### src/rtl/alu_op_sequencer.sv
// alu_op_sequencer: registered front-end for a combinational ALU.
// Takes operand/op commands over valid/ready and drives the ALU from
// registers. One cycle later it captures the ALU result and flags and
// offers them downstream over a second valid/ready handshake.
// An accumulator mode and a saturating overflow counter are included.
module alu_op_sequencer #(
    parameter int W     = 4,
    parameter int CNT_W = 8
) (
    input  logic             clk,
    input  logic             rst_n,
    input  logic             cmd_valid,
    output logic             cmd_ready,
    input  logic [W-1:0]     cmd_a,
    input  logic [W-1:0]     cmd_b,
    input  logic [2:0]       cmd_op,
    input  logic             cmd_acc,
    output logic [W-1:0]     alu_a,
    output logic [W-1:0]     alu_b,
    output logic [2:0]       alu_op,
    input  logic [W-1:0]     alu_f,
    input  logic             alu_zero,
    input  logic             alu_over,
    input  logic             alu_cout,
    output logic             res_valid,
    input  logic             res_ready,
    output logic [W-1:0]     res_f,
    output logic [2:0]       res_flags,
    output logic [W-1:0]     acc,
    output logic [CNT_W-1:0] ovf_cnt
);

    typedef enum logic [1:0] {
        S_IDLE = 2'd0,
        S_EXEC = 2'd1,
        S_HOLD = 2'd2
    } state_t;

    state_t           r_state;
    state_t           w_state_next;
    logic             w_cmd_ready;
    logic             w_accept;

    logic [W-1:0]     r_alu_a;
    logic [W-1:0]     r_alu_b;
    logic [2:0]       r_alu_op;
    logic [W-1:0]     r_res_f;
    logic [2:0]       r_res_flags;
    logic [W-1:0]     r_acc;
    logic [CNT_W-1:0] r_ovf_cnt;

    // Next-state and command-ready decode; ready is forced low while in reset.
    always_comb begin
        w_cmd_ready  = 1'b0;
        w_state_next = r_state;
        case (r_state)
            S_IDLE: begin
                w_cmd_ready = 1'b1;
                if (cmd_valid) begin
                    w_state_next = S_EXEC;
                end
            end
            S_EXEC: begin
                w_state_next = S_HOLD;
            end
            S_HOLD: begin
                // A new command can only enter as the held result leaves.
                w_cmd_ready = res_ready;
                if (res_ready) begin
                    w_state_next = cmd_valid ? S_EXEC : S_IDLE;
                end
            end
            default: begin
                w_state_next = S_IDLE;
            end
        endcase
        if (!rst_n) begin
            w_cmd_ready = 1'b0;
        end
    end

    assign w_accept = cmd_valid & w_cmd_ready;

    // State register.
    always_ff @(posedge clk) begin
        if (!rst_n) begin
            r_state <= S_IDLE;
        end else begin
            r_state <= w_state_next;
        end
    end

    // Latch ALU operands on command acceptance; they hold otherwise.
    always_ff @(posedge clk) begin
        if (!rst_n) begin
            r_alu_a  <= '0;
            r_alu_b  <= '0;
            r_alu_op <= '0;
        end else if (w_accept) begin
            // In HOLD the accumulator already carries the previous result.
            r_alu_a  <= cmd_acc ? r_acc : cmd_a;
            r_alu_b  <= cmd_b;
            r_alu_op <= cmd_op;
        end
    end

    // Capture the settled ALU outputs at the end of EXEC.
    always_ff @(posedge clk) begin
        if (!rst_n) begin
            r_res_f     <= '0;
            r_res_flags <= '0;
            r_acc       <= '0;
        end else if (r_state == S_EXEC) begin
            r_res_f     <= alu_f;
            r_res_flags <= {alu_over, alu_cout, alu_zero};
            r_acc       <= alu_f;
        end
    end

    // Count captured overflow results, sticking at all-ones.
    always_ff @(posedge clk) begin
        if (!rst_n) begin
            r_ovf_cnt <= '0;
        end else if ((r_state == S_EXEC) && alu_over &&
                     (r_ovf_cnt != {CNT_W{1'b1}})) begin
            r_ovf_cnt <= r_ovf_cnt + 1'b1;
        end
    end

    assign cmd_ready = w_cmd_ready;
    assign res_valid = (r_state == S_HOLD);
    assign alu_a     = r_alu_a;
    assign alu_b     = r_alu_b;
    assign alu_op    = r_alu_op;
    assign res_f     = r_res_f;
    assign res_flags = r_res_flags;
    assign acc       = r_acc;
    assign ovf_cnt   = r_ovf_cnt;

endmodule
### config.mk
export PLATFORM = sky130hd
export DESIGN_NAME = alu_op_sequencer
export DESIGN_NICKNAME = d
export VERILOG_FILES = /design/src/rtl/alu_op_sequencer.sv
export SDC_FILE = /design/constraint.sdc
export NUM_CORES = 1
export LEC_CHECK = 0
export BUFFER_PORTS_ARGS = -buffer_cell sky130_fd_sc_hd__buf_2
export CAP_MARGIN = 5
export CORE_MARGIN = 8
export CORE_UTILIZATION = 49
export CTS_CLUSTER_DIAMETER = 40
export DETAILED_ROUTE_END_ITERATION = 6
export PLACE_DENSITY_LB_ADDON = 0.2
export SLEW_MARGIN = 20
export SYNTH_ARGS = -nofsm -noshare
export SYNTH_HDL_FRONTEND = slang
export SYNTH_SLANG_ARGS = --single-unit
### constraint.sdc
create_clock -name clk -period 2.5 [get_ports clk]
set_input_delay 0.375 -clock clk [delete_from_list [all_inputs] [get_ports clk]]
set_output_delay 0.375 -clock clk [all_outputs]
set_load 0.005 [all_outputs]
==> impl_metrics.json, run 1 <==
{
  "grt_overflow": 0,
  "htree_levels": 1,
  "synth.distinct_cells": 30,
  "globalplace.congestion": 0.693,
  "worst-path-max-fanout": 21,
  "drv_slew": 0,
  "cp.arrival_ns": 1.29,
  "worst_ep_required_time_ns": 2.12,
  "postCtsHoldBufs": 0,
  "drtAntennaViolNets": 0,
  "num_antenna_cells": 0,
  "layout.nets": 199,
  "synth_warnings": 0,
  "drc": 0,
  "crit_path_end_kind": "primary output",
  "rows": 18,
  "synth_seq_cells": 28,
  "postPlaceCellArea_um2": 1430,
  "r2r-start": "ovf_cnt[0]",
  "synth.area.mux_share_pct": 9.26,
  "first_global_vias": 1032,
  "synth_xor_area_share_pct": 1.47,
  "syn_inst": 128,
  "core_um2": 2390,
  "slowest_stage": "inv_1",
  "ys_seq_area_share_pct": 47.2,
  "syn_area_per_cell_um2": 9.29,
  "cp_cell_sequence": "buf_2, inv_1, nor3b_1, buf_2",
  "synth-compound-area-share_pct": 13.7,
  "p_leak_uw": 0.000729,
  "area_growth_pct": 23.2,
  "die_h_um": 65.3,
  "cts_tree": "yes",
  "antenna_found_initial": 0,
  "drive_gt1_share_pct": 36.2,
  "grt_usage_pct": 12.5,
  "via_per_inst": 5.16,
  "power.density_nw_per_um2": 543,
  "setup_viol": 0,
  "worstMarginPinSlew_ns": 0.637,
  "design_area_um2": 1460,
  "maxCapViolCount": 0,
  "post_cts_buffers": 0,
  "ir_drop_v": 0.000412,
  "fin_util_pct": 61.3,
  "die_area_um2": 4260,
  "fin_ws_ns": 0.833,
  "p_total_uw": 794,
  "rsz0062_at_grt": "no",
  "cpPeakStageDelay_ns": 0.31,
  "cts.sink_count": 28,
  "cts_buffers": 3,
  "clk_pin_slew_ns": 0.15,
  "path_common_cell": "buf_2",
  "start_util_pct": 49.8,
  "finalSetupTns_ns": 0,
  "cp-start-kind": "input pin",
  "num_vias": 1052,
  "fp.dieW_um": 65.3,
  "clock_skew_ns": 0.00589,
  "dp_slack_ns": 0.824,
  "path_class": "in -> out",
  "clk_path_buf_depth": 2,
  "io_buffers": 54,
  "clock_latency_ns": 0.32,
  "hold_violations": 0,
  "synth_simple_gate_area_share_pct": 20.9,
  "synth_top_family_by_area": "simple AND/OR/NAND/NOR gates",
  "totalWireLength_mm": 2.67,
  "critPathLaunch": "rst_n",
  "period_needed_ns": 1.67,
  "worst_hold_path_type": "in -> reg",
  "dr.pass1.iters": 4,
  "grt_max_degree": 24,
  "hp-start": "cmd_b[2]",
  "dpl.hpwl_mm": 2.11,
  "final.period_utilization_pct": 66.7,
  "ctsResizeCount": 0,
  "slew_headroom_pct": 57.5,
  "max_freq_ghz": 0.600,
  "boundaryPins": 55,
  "status": "completed",
  "drt_iter0_drc": 46,
  "wl_per_cell_um": 13.1,
  "grt_pass1_wl_mm": 4.44,
  "cts_root_buf": "clkbuf_4",
  "syn_area_um2": 1190,
  "synth_nets": 152,
  "synthAdderAreaFrac_pct": 1.05
}
[critical path, delay by kind of cell]
| family | cells | cell delay [ns] |
|---|---|---|
| AND/OR/NAND/NOR | 1 | 0.28 |
| buffers and inverters | 3 | 0.64 |
[cell usage in the layout, fill, tap and decap left out, drive strengths merged, types with 3 or more instances in the layout]
cell type	synthesis	final
clkbuf	2	4
dfxtp	28	28
mux2i	11	11
nor2	14	14
a211oi	4	4
or4	3	3
nand3	3	3
o31ai	3	3
buf	10	54
a21oi	6	6
o21ai	9	9
nand2	16	16
[per-stage QoR]
| stage | instances | hold slack (ns) |
|---|---|---|
| 2_1_floorplan | 128 | 0.452 |
| 4_1_cts | 204 | 0.240 |
| 3_3_place_gp | 200 | 0.446 |
| 3_5_place_dp | 200 | 0.454 |
| 6_report | 204 | 0.245 |
| 5_1_grt | 204 | 0.242 |
[flip-flops by register name, indices dropped and copies added (netlist names)]
signal,flops
res_flags,3
r_state,2
alu_op,3
ovf_cnt,8
alu_a,4
alu_b,4
acc,4
[routing by layer]
| layer | track usage, % | wire length (um) | vias up |
|---|---|---|---|
| met3 | 5.95 | 263 | 4 |
| met4 | 4.09 | 36 | 0 |
| met2 | 19.8 | 1180 | 36 |
| met5 | 0 | 0 | - |
| met1 | 14.6 | 1200 | 474 |
| li1 | - | - | 538 |
[cell type report]
type / count / area (um2)
clock buffer: 4 / 36.3
fill: 228 / 923
inverter: 2 / 7.51
multi-input combinational: 86 / 552
sequential: 28 / 561
tap: 30 / 37.5
timing repair buffer: 54 / 270
[cell usage after synthesis]
cell | count | area share, %
and3_1 | 1 | 0.53
or4_1 | 3 | 1.9
nand3b_1 | 1 | 0.63
or3_1 | 1 | 0.53
nor3b_1 | 1 | 0.63
dfxtp_1 | 28 | 47
inv_1 | 2 | 0.63
nand2_1 | 16 | 5.1
nor2_1 | 14 | 4.4
buf_4 | 5 | 3.2
or2b_1 | 1 | 0.63
o211ai_1 | 2 | 1.3
nand4_4 | 1 | 1.8
and4b_2 | 1 | 0.95
ha_1 | 1 | 1.1
and2b_2 | 1 | 0.74
mux2i_1 | 11 | 9.3
buf_1 | 1 | 0.32
o21ai_0 | 8 | 3.4
o31ai_1 | 3 | 1.9
nand2b_1 | 2 | 1.1
a21oi_1 | 6 | 2.5
a211oi_1 | 4 | 2.5
nand3_1 | 3 | 1.3
o41ai_1 | 1 | 0.74
clkbuf_1 | 2 | 0.63
xor2_1 | 2 | 1.5
and3b_2 | 1 | 0.84
buf_2 | 4 | 1.7
o21ai_4 | 1 | 1.4
[report_power, final]
part | internal (uW) | switching [uW]
clock network | 88.9 | 125
logic | 50.2 | 49.5
registers | 468 | 13.0
total | 607 | 187
[path summary, 6_finish.rpt]
| path | endpoint | slack (ns) | cells past startpoint |
|---|---|---|---|
| worst max-delay path | cmd_ready | 0.83 | 4 |
| worst max register to register | ovf_cnt[7] | 1.00 | 5 |
| worst min-delay path | alu_b[2] | 0.25 | 3 |
| worst min register to register | alu_op[2] | 0.47 | 2 |
[kinds of logic (layout without fill, tap and decap cells)]
| logic type | count (synthesis) | after routing |
|---|---|---|
| buffers and inverters | 14 | 60 |
| xor gates and xnor gates | 2 | 2 |
| adders and majority gates | 1 | 1 |
| AOI/OAI and AO/OA | 25 | 25 |
| muxes | 11 | 11 |
| DFF | 28 | 28 |
| and+or+nand+nor | 47 | 47 |
Power figures use the tool's default switching activity.
==> run 2, diff against run 1 <==
CORE_UTILIZATION = 45   (was 49)
clock period = 1.7 ns   (was 2.5 ns; I/O delays follow)
==> run 2 against run 1 <==
Worst setup slack worse by 0.62 ns. First-iteration DRC count up 11%. Count of clock-buffer cells in the layout decreased by 1. Clock skew decreased by 0.0034 ns. Via count down 1.9%. Core utilization fell by 1.8 points. Register-to-register slack got worse by 0.79 ns. Non-clock buffer count up 1. Critical path type is now reg -> reg. Cell count rose by 0.49%.
==> impl_metrics.json, run 2 (synthesis gave the netlist of run 1 again) <==
{
  "drt_iter0_drc": 51,
  "worst-path-max-fanout": 10,
  "ir_drop_v": 0.000501,
  "totalWireLength_mm": 2.76,
  "clk_path_buf_depth": 2,
  "status": "completed",
  "finalSetupTns_ns": 0,
  "dpl.hpwl_mm": 2.20,
  "drc": 0,
  "htree_levels": 1,
  "die_h_um": 67.4,
  "area_growth_pct": 25.2,
  "path_class": "reg -> reg",
  "cp-start-kind": "register",
  "start_util_pct": 47.5,
  "grt_overflow": 0,
  "core_um2": 2500,
  "globalplace.congestion": 0.773,
  "grt_max_degree": 24,
  "final.period_utilization_pct": 87.5,
  "via_per_inst": 5.03,
  "io_buffers": 54,
  "num_antenna_cells": 0,
  "clock_latency_ns": 0.32,
  "drv_slew": 0,
  "p_leak_uw": 0.000741,
  "dr.pass1.iters": 4,
  "worst_hold_path_type": "in -> reg",
  "period_needed_ns": 1.49,
  "worst_ep_required_time_ns": 1.96,
  "setup_viol": 0,
  "cts.sink_count": 28,
  "whs_ns": 0.118,
  "first_global_vias": 1054,
  "cts_tree": "yes",
  "maxCapViolCount": 0,
  "worstMarginPinSlew_ns": 0.395,
  "slew_headroom_pct": 73.7,
  "clock_skew_ns": 0.00252,
  "cts_buffers": 3,
  "p_total_uw": 1280,
  "max_freq_ghz": 0.672,
  "layout.cells.non_filler": 205,
  "die_area_um2": 4540,
  "grt_usage_pct": 12.7,
  "mostFrequentLayoutCells": "buf_2 (54), dfxtp_1 (28), nand2_1 (16), nor2_1 (14), mux2i_1 (11)",
  "hold_violations": 0,
  "rows": 18,
  "crit_path_end_kind": "register",
  "rsz0062_at_grt": "no",
  "num_vias": 1032,
  "boundaryPins": 55,
  "post_cts_buffers": 0,
  "drive_gt1_share_pct": 36.6,
  "fp.dieW_um": 67.4,
  "antenna_found_initial": 0,
  "postCtsHoldBufs": 0,
  "largest_reg_flops": 8,
  "ctsResizeCount": 0,
  "power.density_nw_per_um2": 863,
  "grt_pass1_wl_mm": 4.59,
  "cts_root_buf": "clkbuf_4",
  "clk_pin_slew_ns": 0.14,
  "wl_per_cell_um": 13.5,
  "layout.nets": 200,
  "cp.arrival_ns": 1.75,
  "fin_util_pct": 59.5,
  "placed_cells": 201,
  "drtAntennaViolNets": 0,
  "final_common_cell": "buf_2"
}
run 2: worst max-delay path: stages, from the launching register on:
cell and delay (ns):
dfxtp_1 0.37, ha_1 0.24, nand3_1 0.16, o21ai_4 0.12
or4_1 0.41, a21oi_1 0.14
run 2: power breakdown:
group          leakage, uW  switching, uW  internal (uW)
logic             0.000484           74.1           75.3
registers         0.000229           19.3            688
clock network    0.0000279            188            238
total             0.000741            281           1000
run 2: final cells by class:
type                            count  area [um2]
Fill cell                         225        1010
Sequential cell                    28         561
Multi-Input combinational cell     86         552
Timing Repair Buffer               55         278
Tap cell                           30        37.5
Clock inverter                      1        30.0
Clock buffer                        3        22.5
Inverter                            2        7.51
run 2: routing by layer:
layer  up-vias  global-route usage [%]  wire length (um)
li1        537                       -                 -
met1       455                    15.1              1220
met3         2                    4.80               315
met4         0                    5.48                17
met2        38                    20.0              1220
met5         -                       0                 0
run 2: path summary, 6_finish.rpt:
check             cells after the start          to  slack [ns]  startpoint
setup / recovery                      5  ovf_cnt[5]        0.21  ovf_cnt[0]
hold / removal                        3    alu_b[1]        0.12    cmd_b[1]
setup reg to reg                      5  ovf_cnt[5]        0.21  ovf_cnt[0]
hold reg to reg                       2    alu_b[1]        0.46    alu_b[1]
run 2: stage by stage:
step	setup slack [ns]	cell area, um2
6_report	0.212	1490
4_1_cts	0.208	1490
3_5_place_dp	0.242	1440
5_1_grt	0.0828	1490
3_3_place_gp	0.298	1440
2_1_floorplan	0.313	1190
==> run 3, diff against run 2 <==
--- a/config.mk
+++ b/config.mk
@@ -12,4 +12,5 @@
 export CTS_CLUSTER_DIAMETER = 40
 export DETAILED_ROUTE_END_ITERATION = 6
+export GPL_TIMING_DRIVEN = 0
 export PLACE_DENSITY_LB_ADDON = 0.2
 export SLEW_MARGIN = 20
==> constraint.sdc (replaced) <==
create_clock -name clk -period 1.7 [get_ports clk]
set_input_delay 0 -clock clk [delete_from_list [all_inputs] [get_ports clk]]
set_output_delay 0 -clock clk [all_outputs]
set_load 0.005 [all_outputs]
==> run 3 against run 2 <==
Total power decreased by 4.3%. Critical endpoint is now ovf_cnt[7]. Sequential share of layout area decreased by 4.8 points. Global-route usage increased by 1.5 points. Worst setup slack got worse by 0.045 ns. Critical path type unchanged. Die area unchanged. Core utilization increased by 8.6 points. Sequential power about the same. Flip-flop and latch count unchanged. Count of clock-buffer cells in the layout increased by 1. Via count increased by 14%.
==> impl_metrics.json, run 3 (synthesis gave the netlist of run 1 again) <==
{
  "slowest_stage": "or4_1",
  "grt_usage_pct": 14.2,
  "layout.nets": 227,
  "seq_area_um2": 561,
  "wl_per_cell_um": 14.3,
  "cpPeakStageDelay_ns": 0.42,
  "setup_viol": 0,
  "drc": 0,
  "grt_max_degree": 16,
  "status": "completed",
  "cp_cell_sequence": "ha_1, nand3_1, o21ai_4, or4_1, a21oi_1",
  "reg2reg_setup_slack_ns": 0.17,
  "ctsResizeCount": 0,
  "power.density_nw_per_um2": 721,
  "finalSetupTns_ns": 0,
  "cts.sink_count": 28,
  "period_needed_ns": 1.53,
  "reg2reg_depth": 5,
  "max_freq_ghz": 0.652,
  "hold_path_depth": 3,
  "antenna_found_initial": 0,
  "totalWireLength_mm": 3.31,
  "start_util_pct": 47.5,
  "fp.dieW_um": 67.4,
  "final_common_cell": "buf_2",
  "cts_tree": "yes",
  "r2r-start": "ovf_cnt[0]",
  "first_global_vias": 1244,
  "io_buffers": 52,
  "num_antenna_cells": 0,
  "worst_ep_required_time_ns": 1.96,
  "critical_path.top_delay_family": "simple AND/OR/NAND/NOR gates",
  "clock_latency_ns": 0.32,
  "cts_buffers": 3,
  "clk_path_buf_depth": 2,
  "path_class": "reg -> reg",
  "hold_violations": 0,
  "clk_pin_slew_ns": 0.15,
  "num_vias": 1173,
  "multi_input_area_um2": 552,
  "cts_root_buf": "clkbuf_4",
  "maxCapViolCount": 0,
  "via_per_inst": 5.06,
  "worstMarginPinSlew_ns": 0.455,
  "worst-path-max-fanout": 10,
  "core_um2": 2500,
  "cp-start-kind": "register",
  "min_to": "alu_a[1]",
  "boundaryPins": 55,
  "drtAntennaViolNets": 0,
  "area_growth_pct": 43.3,
  "drt_iter0_drc": 66,
  "rr_endpoint": "ovf_cnt[7]",
  "dpl.hpwl_mm": 2.37,
  "worst_hold_path_type": "in -> reg",
  "grt_overflow": 0,
  "hp-start": "cmd_a[1]",
  "rows": 18,
  "clock_skew_ns": 0.00588,
  "ir_drop_v": 0.000586,
  "crit_path_end_kind": "register",
  "slew_headroom_pct": 69.7,
  "p_leak_uw": 0.000843,
  "largest_reg_flops": 8,
  "cp.arrival_ns": 1.80,
  "htree_levels": 1,
  "final.period_utilization_pct": 90.2,
  "die_area_um2": 4540,
  "dr.pass1.iters": 5,
  "rsz0062_at_grt": "no",
  "die_h_um": 67.4,
  "globalplace.congestion": 0.747,
  "drive_gt1_share_pct": 34.7,
  "whs_ns": 0.00723,
  "path_buf_inv": 0,
  "drv_slew": 0,
  "nFillCells": 225,
  "mostFrequentLayoutCells": "buf_2 (56), dfxtp_1 (28), dlygate4sd3_1 (18), nand2_1 (16), nor2_1 (14)",
  "grt_pass1_wl_mm": 5.22
}
==> run 3: timing repair <==
action | 4_1_cts | 5_1_grt
hold buffers | 17 | 1
endpoints found under the hold margin | 17 | 2
buffers inserted | 0 | 0
==> run 3: layout make-up <==
cell class              instances  area share [%]
flip-flops and latches         28            32.9
multi-input cells              86            32.4
repair buffers                 70            25.9
plain buffers                  12            4.04
well taps                      30            2.20
clock buffers                   4            2.13
inverters                       2           0.441
==> run 3: per-stage QoR <==
stage | utilization (%) | cell area, um2 | setup slack (ns) | power (uW) | cells
after floorplan | - | 1190 | 0.313 | 809 | 128
after global placement | 59.5 | 1490 | 0.271 | 880 | 210
after detailed placement | 59.5 | 1490 | 0.214 | 887 | 210
after CTS | 67.7 | 1690 | 0.178 | 1230 | 231
after global routing | 68.1 | 1700 | 0.0742 | 1290 | 232
final | 68.1 | 1700 | 0.167 | 1230 | 232
==> run 3: how the worst max path moves through the flow <==
stage / startpoint / endpoint / slack (ns) / cells past startpoint
6_report: ovf_cnt[0] / ovf_cnt[7] / 0.17 / 5
5_1_grt: ovf_cnt[0] / ovf_cnt[7] / 0.07 / 5
4_1_cts: ovf_cnt[0] / ovf_cnt[5] / 0.18 / 5
3_5_place_dp: ovf_cnt[0] / ovf_cnt[7] / 0.21 / 5
3_3_place_gp: ovf_cnt[0] / ovf_cnt[7] / 0.27 / 5
2_1_floorplan: ovf_cnt[0] / ovf_cnt[5] / 0.31 / 5
==> run 3: per-layer routing <==
metal / GRT usage [%] / share of wire, %
met1: 15.4 / 41
met2: 26.9 / 51
met3: 3.97 / 7.1
met4: 2.35 / 0.30
met5: 0 / 0
==> run 3: where the power goes <==
part           switching, uW  total, uW  internal, uW
logic                   84.2        195           111
registers               20.3        709           688
clock network            193        324           131
total                    297       1230           931
==> run 3: worst reg2reg max path: stages, from the launching register on <==
cell	delay, ns
dfxtp_1	0.37
ha_1	0.25
nand3_1	0.16
o21ai_4	0.12
or4_1	0.42
a21oi_1	0.15
